<file path="config.mk">
export PLATFORM = sky130hd
export DESIGN_NAME = decode_imm_ctrl_flat
export DESIGN_NICKNAME = d
export VERILOG_FILES = /design/src/rtl/decode_imm_ctrl_if.sv /design/src/rtl/decode_imm_ctrl.sv /design/src/flat_wrapper.sv
export SDC_FILE = /design/constraint.sdc
export NUM_CORES = 1
export LEC_CHECK = 0
export ABC_AREA = 1
export CORE_ASPECT_RATIO = 1.2
export CORE_MARGIN = 1
export CORE_UTILIZATION = 25
export DETAILED_ROUTE_END_ITERATION = 16
export HOLD_SLACK_MARGIN = 0.08
export PLACE_DENSITY_LB_ADDON = 0.3
export SYNTH_ARGS = -nofsm -noshare
export SYNTH_HDL_FRONTEND = slang
export SYNTH_SLANG_ARGS = --single-unit
</file>
<file path="constraint.sdc">
create_clock -name i_clk -period 1.8 [get_ports i_clk]
set_input_delay 0.18 -clock i_clk [delete_from_list [all_inputs] [get_ports i_clk]]
set_output_delay 0.18 -clock i_clk [all_outputs]
set_load 0.01 [all_outputs]
</file>
<file path="src/rtl/decode_imm_ctrl_if.sv">
// Fetch/execute-side bundle of the decode immediate controller.
// Member names match the controller's port list; slave is the controller side.
interface decode_imm_ctrl_if #(
    parameter int CNT_W = 16
);
    logic             i_in_valid;
    logic             o_in_ready;
    logic [31:0]      i_instr;
    logic             i_flush;
    logic [31:0]      o_gen_instr;
    logic [2:0]       o_gen_sel;
    logic [31:0]      i_gen_imm;
    logic             o_out_valid;
    logic             i_out_ready;
    logic [31:0]      o_instr;
    logic [31:0]      o_imm;
    logic [2:0]       o_imm_sel;
    logic             o_illegal;
    logic [CNT_W-1:0] o_dec_count;

    modport slave (
        input  i_in_valid, i_instr, i_flush, i_gen_imm, i_out_ready,
        output o_in_ready, o_gen_instr, o_gen_sel, o_out_valid,
        output o_instr, o_imm, o_imm_sel, o_illegal, o_dec_count
    );

    modport master (
        output i_in_valid, i_instr, i_flush, i_gen_imm, i_out_ready,
        input  o_in_ready, o_gen_instr, o_gen_sel, o_out_valid,
        input  o_instr, o_imm, o_imm_sel, o_illegal, o_dec_count
    );
endinterface

</file>
<file path="src/rtl/decode_imm_ctrl.sv">
// Decode-stage immediate-select controller with a two-entry skid buffer
// between fetch and execute; in_ready/out_valid come straight from state.
module decode_imm_ctrl #(
    parameter int CNT_W = 16
) (
    input  logic              i_clk,
    input  logic              i_rst_n,
    decode_imm_ctrl_if.slave  bus
);
    typedef enum logic [1:0] {S_EMPTY, S_ONE, S_TWO} state_t;

    typedef struct packed {
        logic [31:0] instr;
        logic [31:0] imm;
        logic [2:0]  sel;
        logic        ill;
    } entry_t;

    state_t           r_state;
    state_t           w_state_n;
    entry_t           r_main;
    entry_t           r_skid;
    entry_t           w_new;
    logic [CNT_W-1:0] r_cnt;
    logic [6:0]       w_op;
    logic [2:0]       w_f3;
    logic [2:0]       w_sel;
    logic             w_ill;
    logic             w_in_fire;
    logic             w_out_fire;
    logic             w_ld_main;
    logic             w_ld_skid;
    logic             w_shift;

    assign w_op = bus.i_instr[6:0];
    assign w_f3 = bus.i_instr[14:12];

    // All listed opcodes end in 2'b11, so the arms are mutually exclusive.
    always_comb begin
        w_sel = 3'd7;
        w_ill = 1'b0;
        unique case (1'b1)
            (w_op[1:0] != 2'b11): w_ill = 1'b1;
            (w_op == 7'b0000011 || w_op == 7'b1100111 ||
             w_op == 7'b1110011): w_sel = 3'd0;
            (w_op == 7'b0010011):
                w_sel = (w_f3 == 3'b001 || w_f3 == 3'b101) ? 3'd1 : 3'd0;
            (w_op == 7'b0100011): w_sel = 3'd2;
            (w_op == 7'b1100011): w_sel = 3'd3;
            (w_op == 7'b0110111 || w_op == 7'b0010111): w_sel = 3'd4;
            (w_op == 7'b1101111): w_sel = 3'd5;
            (w_op == 7'b0110011): w_sel = 3'd7;
            default: w_ill = 1'b1;
        endcase
    end

    assign bus.o_gen_instr = bus.i_instr;
    assign bus.o_gen_sel   = w_sel;

    assign w_new      = '{instr: bus.i_instr, imm: bus.i_gen_imm,
                          sel: w_sel, ill: w_ill};
    assign w_in_fire  = bus.i_in_valid & bus.o_in_ready;
    assign w_out_fire = bus.o_out_valid & bus.i_out_ready;

    always_comb begin
        w_state_n = r_state;
        w_ld_main = 1'b0;
        w_ld_skid = 1'b0;
        w_shift   = 1'b0;
        if (bus.i_flush) begin
            w_state_n = S_EMPTY;
        end else begin
            unique case (r_state)
                S_EMPTY: begin
                    if (w_in_fire) begin
                        w_state_n = S_ONE;
                        w_ld_main = 1'b1;
                    end
                end
                S_ONE: begin
                    if (w_in_fire && w_out_fire) begin
                        w_ld_main = 1'b1;
                    end else if (w_in_fire) begin
                        w_state_n = S_TWO;
                        w_ld_skid = 1'b1;
                    end else if (w_out_fire) begin
                        w_state_n = S_EMPTY;
                    end
                end
                S_TWO: begin
                    if (w_out_fire) begin
                        w_state_n = S_ONE;
                        w_shift   = 1'b1;
                    end
                end
                default: w_state_n = S_EMPTY;
            endcase
        end
    end

    always_ff @(posedge i_clk or negedge i_rst_n) begin
        if (!i_rst_n) begin
            r_state <= S_EMPTY;
            r_main  <= '0;
            r_skid  <= '0;
            r_cnt   <= '0;
        end else begin
            r_state <= w_state_n;
            if (w_ld_main) begin
                r_main <= w_new;
            end else if (w_shift) begin
                r_main <= r_skid;
            end
            if (w_ld_skid) begin
                r_skid <= w_new;
            end
            if (w_out_fire) begin
                r_cnt <= r_cnt + 1'b1;
            end
        end
    end

    assign bus.o_in_ready  = (r_state != S_TWO);
    assign bus.o_out_valid = (r_state != S_EMPTY);
    assign bus.o_instr     = r_main.instr;
    assign bus.o_imm       = r_main.imm;
    assign bus.o_imm_sel   = r_main.sel;
    assign bus.o_illegal   = r_main.ill;
    assign bus.o_dec_count = r_cnt;
endmodule

</file>
<file path="src/flat_wrapper.sv">
// flat-port wrapper written by rule: the top's interface ports become plain ports
module decode_imm_ctrl_flat 
#(
    parameter int CNT_W = 16
)
  (i_clk, i_rst_n, bus_i_in_valid, bus_i_instr, bus_i_flush, bus_i_gen_imm, bus_i_out_ready, bus_o_in_ready, bus_o_gen_instr, bus_o_gen_sel, bus_o_out_valid, bus_o_instr, bus_o_imm, bus_o_imm_sel, bus_o_illegal, bus_o_dec_count);
  decode_imm_ctrl_if #(.CNT_W(CNT_W)) bus_i ();
  input  logic i_clk;
  input  logic i_rst_n;
  input wire logic [$bits(bus_i.i_in_valid)-1:0] bus_i_in_valid;
  input wire logic [$bits(bus_i.i_instr)-1:0] bus_i_instr;
  input wire logic [$bits(bus_i.i_flush)-1:0] bus_i_flush;
  input wire logic [$bits(bus_i.i_gen_imm)-1:0] bus_i_gen_imm;
  input wire logic [$bits(bus_i.i_out_ready)-1:0] bus_i_out_ready;
  output wire logic [$bits(bus_i.o_in_ready)-1:0] bus_o_in_ready;
  output wire logic [$bits(bus_i.o_gen_instr)-1:0] bus_o_gen_instr;
  output wire logic [$bits(bus_i.o_gen_sel)-1:0] bus_o_gen_sel;
  output wire logic [$bits(bus_i.o_out_valid)-1:0] bus_o_out_valid;
  output wire logic [$bits(bus_i.o_instr)-1:0] bus_o_instr;
  output wire logic [$bits(bus_i.o_imm)-1:0] bus_o_imm;
  output wire logic [$bits(bus_i.o_imm_sel)-1:0] bus_o_imm_sel;
  output wire logic [$bits(bus_i.o_illegal)-1:0] bus_o_illegal;
  output wire logic [$bits(bus_i.o_dec_count)-1:0] bus_o_dec_count;
  assign bus_i.i_in_valid = bus_i_in_valid;
  assign bus_i.i_instr = bus_i_instr;
  assign bus_i.i_flush = bus_i_flush;
  assign bus_i.i_gen_imm = bus_i_gen_imm;
  assign bus_i.i_out_ready = bus_i_out_ready;
  assign bus_o_in_ready = bus_i.o_in_ready;
  assign bus_o_gen_instr = bus_i.o_gen_instr;
  assign bus_o_gen_sel = bus_i.o_gen_sel;
  assign bus_o_out_valid = bus_i.o_out_valid;
  assign bus_o_instr = bus_i.o_instr;
  assign bus_o_imm = bus_i.o_imm;
  assign bus_o_imm_sel = bus_i.o_imm_sel;
  assign bus_o_illegal = bus_i.o_illegal;
  assign bus_o_dec_count = bus_i.o_dec_count;
  decode_imm_ctrl #(.CNT_W(CNT_W)) u_core (.i_clk(i_clk), .i_rst_n(i_rst_n), .bus(bus_i));
endmodule
</file>
# ---- Word-level counts from Yosys, hierarchy flattened
# Index checks and enable logic that the tools add are counted.
dict set report word_totals {
  reg_bits 154
  inputBits 69
  out_inout_bits 121
  elab_cells 64
}
dict set report classes {
  n_addsub 1
  n_eq_ne 19
  n_mux 22
  bitwise 2
  n_reduce_logical 10
}
# operator count
set ops {}
lappend ops {{68-bit two-way mux} 2}
lappend ops {{7-bit equality test, second input constant} 4}
lappend ops {{7-bit by 6-bit equality test with 1-bit output, second input constant} 3}
lappend ops {{3-bit case mux with 6 select lines} 1}
lappend ops {{16-bit by 1-bit adder with 16-bit output, second input constant} 1}
lappend ops {{7-bit by 5-bit equality test with 1-bit output, second input constant} 2}
lappend ops {{2-bit two-way mux} 6}
lappend ops {{1-bit two-way mux} 11}
lappend ops {{7-bit by 2-bit equality test with 1-bit output, second input constant} 1}
lappend ops {{7-bit OR reduction} 1}
lappend ops {{3-bit by 2-bit inequality test with 1-bit output, second input constant} 2}
lappend ops {{2-bit case mux with 3 select lines} 1}
lappend ops {{1-bit logical OR} 4}
lappend ops {{4-bit by 2-bit inequality test with 1-bit output, second input constant} 1}
lappend ops {{4-bit AND reduction} 1}
lappend ops {{2-bit nonzero test} 2}
lappend ops {{3-bit by 1-bit equality test with 1-bit output, second input constant} 1}
lappend ops {{3-bit equality test, second input constant} 1}
lappend ops {{3-bit inequality test, second input constant} 1}
lappend ops {{1-bit AND} 2}
lappend ops {{2-bit by 1-bit equality test with 1-bit output, second input constant} 1}
lappend ops {{2-bit equality test, second input constant} 1}
lappend ops {{2-bit zero test} 1}
lappend ops {{2-bit inequality test, second input constant} 1}
lappend ops {{other kinds (2)} 2}

# ---- Depth between registers and ports, before layout
dict set report logic_depth {
  ltp_word 7
  ltp_mapped 10
  ltp_nobuf 10
}

# ---- Worst setup path before layout
# OpenSTA, ideal clock, no wires.
dict set report synth_path {
  kind {register to register}
  from {reg u_core.r_state[0]}
  to {reg u_core.r_main, in the netlist u_core.bus.o_imm[12]}
  setup_ns 0.130
  t_arrival_ns 1.265
  t_required_ns 1.670
  setup_slack_ns 0.405
  stages_incl_launch_ff 9
  path_buffers 2
  synth_period_minus_slack_ns 1.395
  cell_sequence {dfrtp_1 > nor2_1 > nand3_1 > nand2_1 > inv_2 > buf_6 > buf_6 > nand2_1 > o211ai_1}
}
dict set report synth_via {
  elab_chain_len 7
  word_cells_on_any_way 17
  classes_between {eq/ne (3); mux (8); bitwise (2); reduce/logical (4)}
}
# element line_no
set synth_lines {}
lappend synth_lines {{start, declared} decode_imm_ctrl.sv:19} ;# state_t r_state;
lappend synth_lines {{start signal, assigned} decode_imm_ctrl.sv:108} ;# r_state <= w_state_n;
lappend synth_lines {{2-bit inequality test or 2-bit nonzero test (tied branches)} {decode_imm_ctrl.sv:123, decode_imm_ctrl.sv:124}}
lappend synth_lines {{1-bit AND, on equally long branches} {decode_imm_ctrl.sv:62, decode_imm_ctrl.sv:63}}
lappend synth_lines {{1-bit logical AND} decode_imm_ctrl.sv:81} ;# if (w_in_fire && w_out_fire) begin
lappend synth_lines {{1-bit two-way mux} decode_imm_ctrl.sv:81}
lappend synth_lines {{1-bit case mux with 2 select lines} decode_imm_ctrl.sv:73} ;# unique case (r_state)
lappend synth_lines {{1-bit two-way mux} decode_imm_ctrl.sv:70} ;# if (bus.i_flush) begin
lappend synth_lines {{68-bit two-way mux or 2-bit nonzero test (tied branches)} n/a}
lappend synth_lines {{end signal, assigned} decode_imm_ctrl.sv:110} ;# r_main <= w_new;
lappend synth_lines {{end signal, assigned} decode_imm_ctrl.sv:112} ;# r_main <= r_skid;
lappend synth_lines {{end, declared} decode_imm_ctrl.sv:21} ;# entry_t r_main;
# Parallel ways exist; a longest one is shown, timed or not.
# A chain may end at the register's enable or synchronous reset.

# ---- Worst setup path in the final report
dict set report layout_path {
  from {reg u_core.r_state[0]}
  to {out bus_o_in_ready}
}
dict set report layout_via {
  elab_chain_len 1
}
# element line_no
set layout_lines {}
lappend layout_lines {{2-bit inequality test} decode_imm_ctrl.sv:123} ;# assign bus.o_in_ready = (r_state != S_TWO);
lappend layout_lines {{end, declared} flat_wrapper.sv:15} ;# output wire logic [$bits(bus_i.o_in_ready)-1:0] bus_o_in_ready;
# Every way passes these cells.

==> flow_summary.json <==
{
  "max_stage_delay_ns": 0.54,
  "ctsRootBufferMaster": "clkbuf_16",
  "synth_commonest_cells": "nand2_1 (248), dfrtp_1 (154), inv_1 (93)",
  "ys_top_cells_by_area": "dfrtp_1 (56%), nand2_1 (14%), o211ai_1 (6.5%)",
  "drt_iter0_markers": 205,
  "syn_inst": 763,
  "hp-class": "input pin to flop",
  "clock_skew_ns": 0.01111,
  "post-route-drc-count": 0,
  "min_period_ns": 1.712,
  "clk_path_buf_depth": 2,
  "hold_viol_final": 0,
  "synth_most_common_cell": "nand2_1",
  "drtPass1Iterations": 6,
  "grt_setup_unrepaired": "no",
  "die_x_microns": 153,
  "row_count": 65,
  "final_layout_size_suffix_gt1_share_pct": 11.13,
  "leakagePower_nw": 4.426,
  "setup_viol": 0,
  "dp_hpwl_microns": 12520,
  "drt-vias-per-instance": 4.341,
  "final_max_slew_viol_count": 0,
  "chipHeight_microns": 183.2,
  "die_area_sq_um": 28030,
  "fin_ws_ns": 0.08784,
  "max_slew_margin_pct": 64.71,
  "cts.sink_count": 154,
  "fill_cells": 2646,
  "cp_top_family": "buffers and inverters",
  "grt_max_degree": 73,
  "io_pins": 190,
  "cp_cell_sequence": "inv_1 -> nand2_1 -> clkdlybuf4s50_1",
  "grt.overflow.total": 0,
  "status": "finished clean",
  "antenna_found_initial": 0,
  "synth_edf_count": 0,
  "maxCapViolCount": 0,
  "setup.worst_path.start_class": "flop",
  "gp_congestion": 0.7408,
  "io_buffer_count": 189,
  "critPathKind": "flop to primary output",
  "synth_nets": 833,
  "fin_util_pct": 37.26,
  "synth_cell_types": 28,
  "synth_area_sq_um": 6840,
  "tightestPinTransition_ns": 0.5294,
  "yosysTopAreaCellShare_pct": 56.34,
  "htreeDepth": 4,
  "vias": 5626,
  "synth_ff_type": "dfrtp_1",
  "crit_slowest_cell": "clkdlybuf4s50_1",
  "grt_pass1_vias": 5831,
  "powerDensity_nw_per_um2": 1316,
  "synthArstFlopShare_pct": 100.0,
  "worstSkewPairLatency_ns": 0.42,
  "routed_wl_microns": 18180,
  "fin_crit_sh_pct": 95.12,
  "cts_tree": "done",
  "required_ns": 1.62,
  "syn_area_per_cell_sq_um": 8.965,
  "globalRouteTotalUtil_pct": 13.73,
  "dpl.cell_count": 1262,
  "max_freq_ghz": 0.5841,
  "stdcell_count": 1296,
  "arrival_ns": 1.53,
  "vdd_drop_max_uv": 624.2,
  "whs_ns": 0.2039,
  "yosys_register_bits": 154,
  "ys_seq_area_share_pct": 56.34,
  "antenna_left": 0,
  "dp_slack_ns": -0.4304,
  "area_delta_synth_final_pct": 44.85,
  "critPathBufInv": 2,
  "cts.reportedPaths.clkPinSlew_ns": 0.06,
  "end_kind": "primary output",
  "coreArea_sq_um": 26590,
  "grt_pass1_wl_microns": 30240,
  "antenna_cells": 0,
  "synth_largest_area_cell": "dfrtp_1",
  "avgRoutedWirePerCell_microns": 14.03,
  "cp_max_fo": 5,
  "ys_warn_count": 0,
  "fin_nets": 1020,
  "cts_buffers": 17,
  "initial_core_util_pct": 25.72
}
==> stage by stage <==
stage               instance area, sq um  setup TNS (ns)  power (mW)
finish                              9908               0       13.04
floorplan                           6840               0       7.164
detailed placement                  9198          -1.369       9.164
CTS                                 9898               0       13.25
global placement                    9198          -1.189       9.087
global route                        9908               0       13.97
==> metal layers <==
layer  wire length, microns  global-route usage [%]
met5                      0                       0
met4                    210                   3.879
met3                   1162                   4.442
met2                   8603                   22.84
met1                   8208                   16.98
==> report_power, final <==
part,switching (mW),leakage (nW),internal [mW]
combinational,1.85,2.21,1.91
clock,1.49,0.303,2.47
sequential,0.556,1.91,4.76
total,3.90,4.43,9.14
==> worst paths after layout <==
check / start / endpoint / slack (ns) / cells after the start
max: u_core.r_state[0] / bus_o_in_ready / 0.09 / 3
min: bus_i_instr[6] / u_core.r_skid[42] / 0.20 / 4
max reg2reg: u_core.r_state[1] / u_core.r_skid[35] / 0.11 / 6
min reg2reg: u_core.r_skid[3] / u_core.r_skid[3] / 0.49 / 2
max in group asynchronous: i_rst_n / u_core.r_state[1] / 0.89 / 3
min in group asynchronous: i_rst_n / u_core.bus.o_dec_count[13] / 0.27 / 2
==> worst register-to-register path, delay by kind of cell, from the launching register on <==
kind	cells	cell delay, ns
DFF	1	0.45
AOI/OAI and AO/OA	1	0.21
and+or+nand+nor	3	0.46
buffers and inverters	2	0.44
==> cell families (layout without fill, tap and decap cells) <==
family	Yosys count	after routing	synth area share, %
DFF	154	154	56.34
and+or+nand+nor	298	298	17.76
AOI/OAI and AO/OA	136	136	12.44
buffers and inverters	161	359	11.62
adders and majority gates	1	1	0.1829
xor gates and xnor gates	13	13	1.665
==> repair_timing <==
item	in CTS	in global routing
hold buffers	1	0
endpoints found under the setup margin	4	4
resized for setup	29	8
buffers inserted	2	1
pin swaps	3	3
hold endpoints to repair	46	0
==> final cells by class <==
class / instances / area, sq um / area share [%]
flip-flops and latches: 154 / 3856 / 38.92
repair buffers: 234 / 2382 / 24.04
multi-input cells: 448 / 2252 / 22.73
clock buffers: 17 / 425.4 / 4.293
well taps: 335 / 419.2 / 4.230
inverters: 95 / 356.6 / 3.599
clock inverters: 13 / 216.5 / 2.185
==> state kept, by name (all words and copies together) (netlist names) <==
register and count:
u_core.bus.o_dec_count 16, u_core.bus.o_illegal 1, u_core.bus.o_imm 32, u_core.bus.o_imm_sel 3, u_core.bus.o_instr 32, u_core.r_skid 68, u_core.r_state 2
==> cells in the final DEF, fill, tap and decap left out, drive strengths merged <==
| cell | Yosys | final |
|---|---|---|
| a21oi | 2 | 2 |
| o21ai | 69 | 69 |
| nor2 | 25 | 25 |
| o221ai | 6 | 6 |
| ha | 1 | 1 |
| bufinv | 0 | 5 |
| nand4 | 1 | 1 |
| clkdlybuf4s50 | 0 | 178 |
| clkinv | 0 | 1 |
| xor2 | 9 | 9 |
| nand2 | 249 | 249 |
| nand3b | 1 | 1 |
| dfrtp | 154 | 154 |
| nor3b | 1 | 1 |
| clkinvlp | 0 | 3 |
| xnor2 | 4 | 4 |
| dlygate4sd2 | 0 | 6 |
| clkdlybuf4s15 | 0 | 1 |
| inv | 95 | 99 |
| o211ai | 59 | 59 |
| dlymetal6s2s | 0 | 1 |
| nand3 | 17 | 17 |
| dlygate4sd3 | 0 | 1 |
| clkbuf | 9 | 17 |
| buf | 57 | 47 |
| nor3 | 4 | 4 |
No activity file was read; power rests on OpenSTA's default activity.
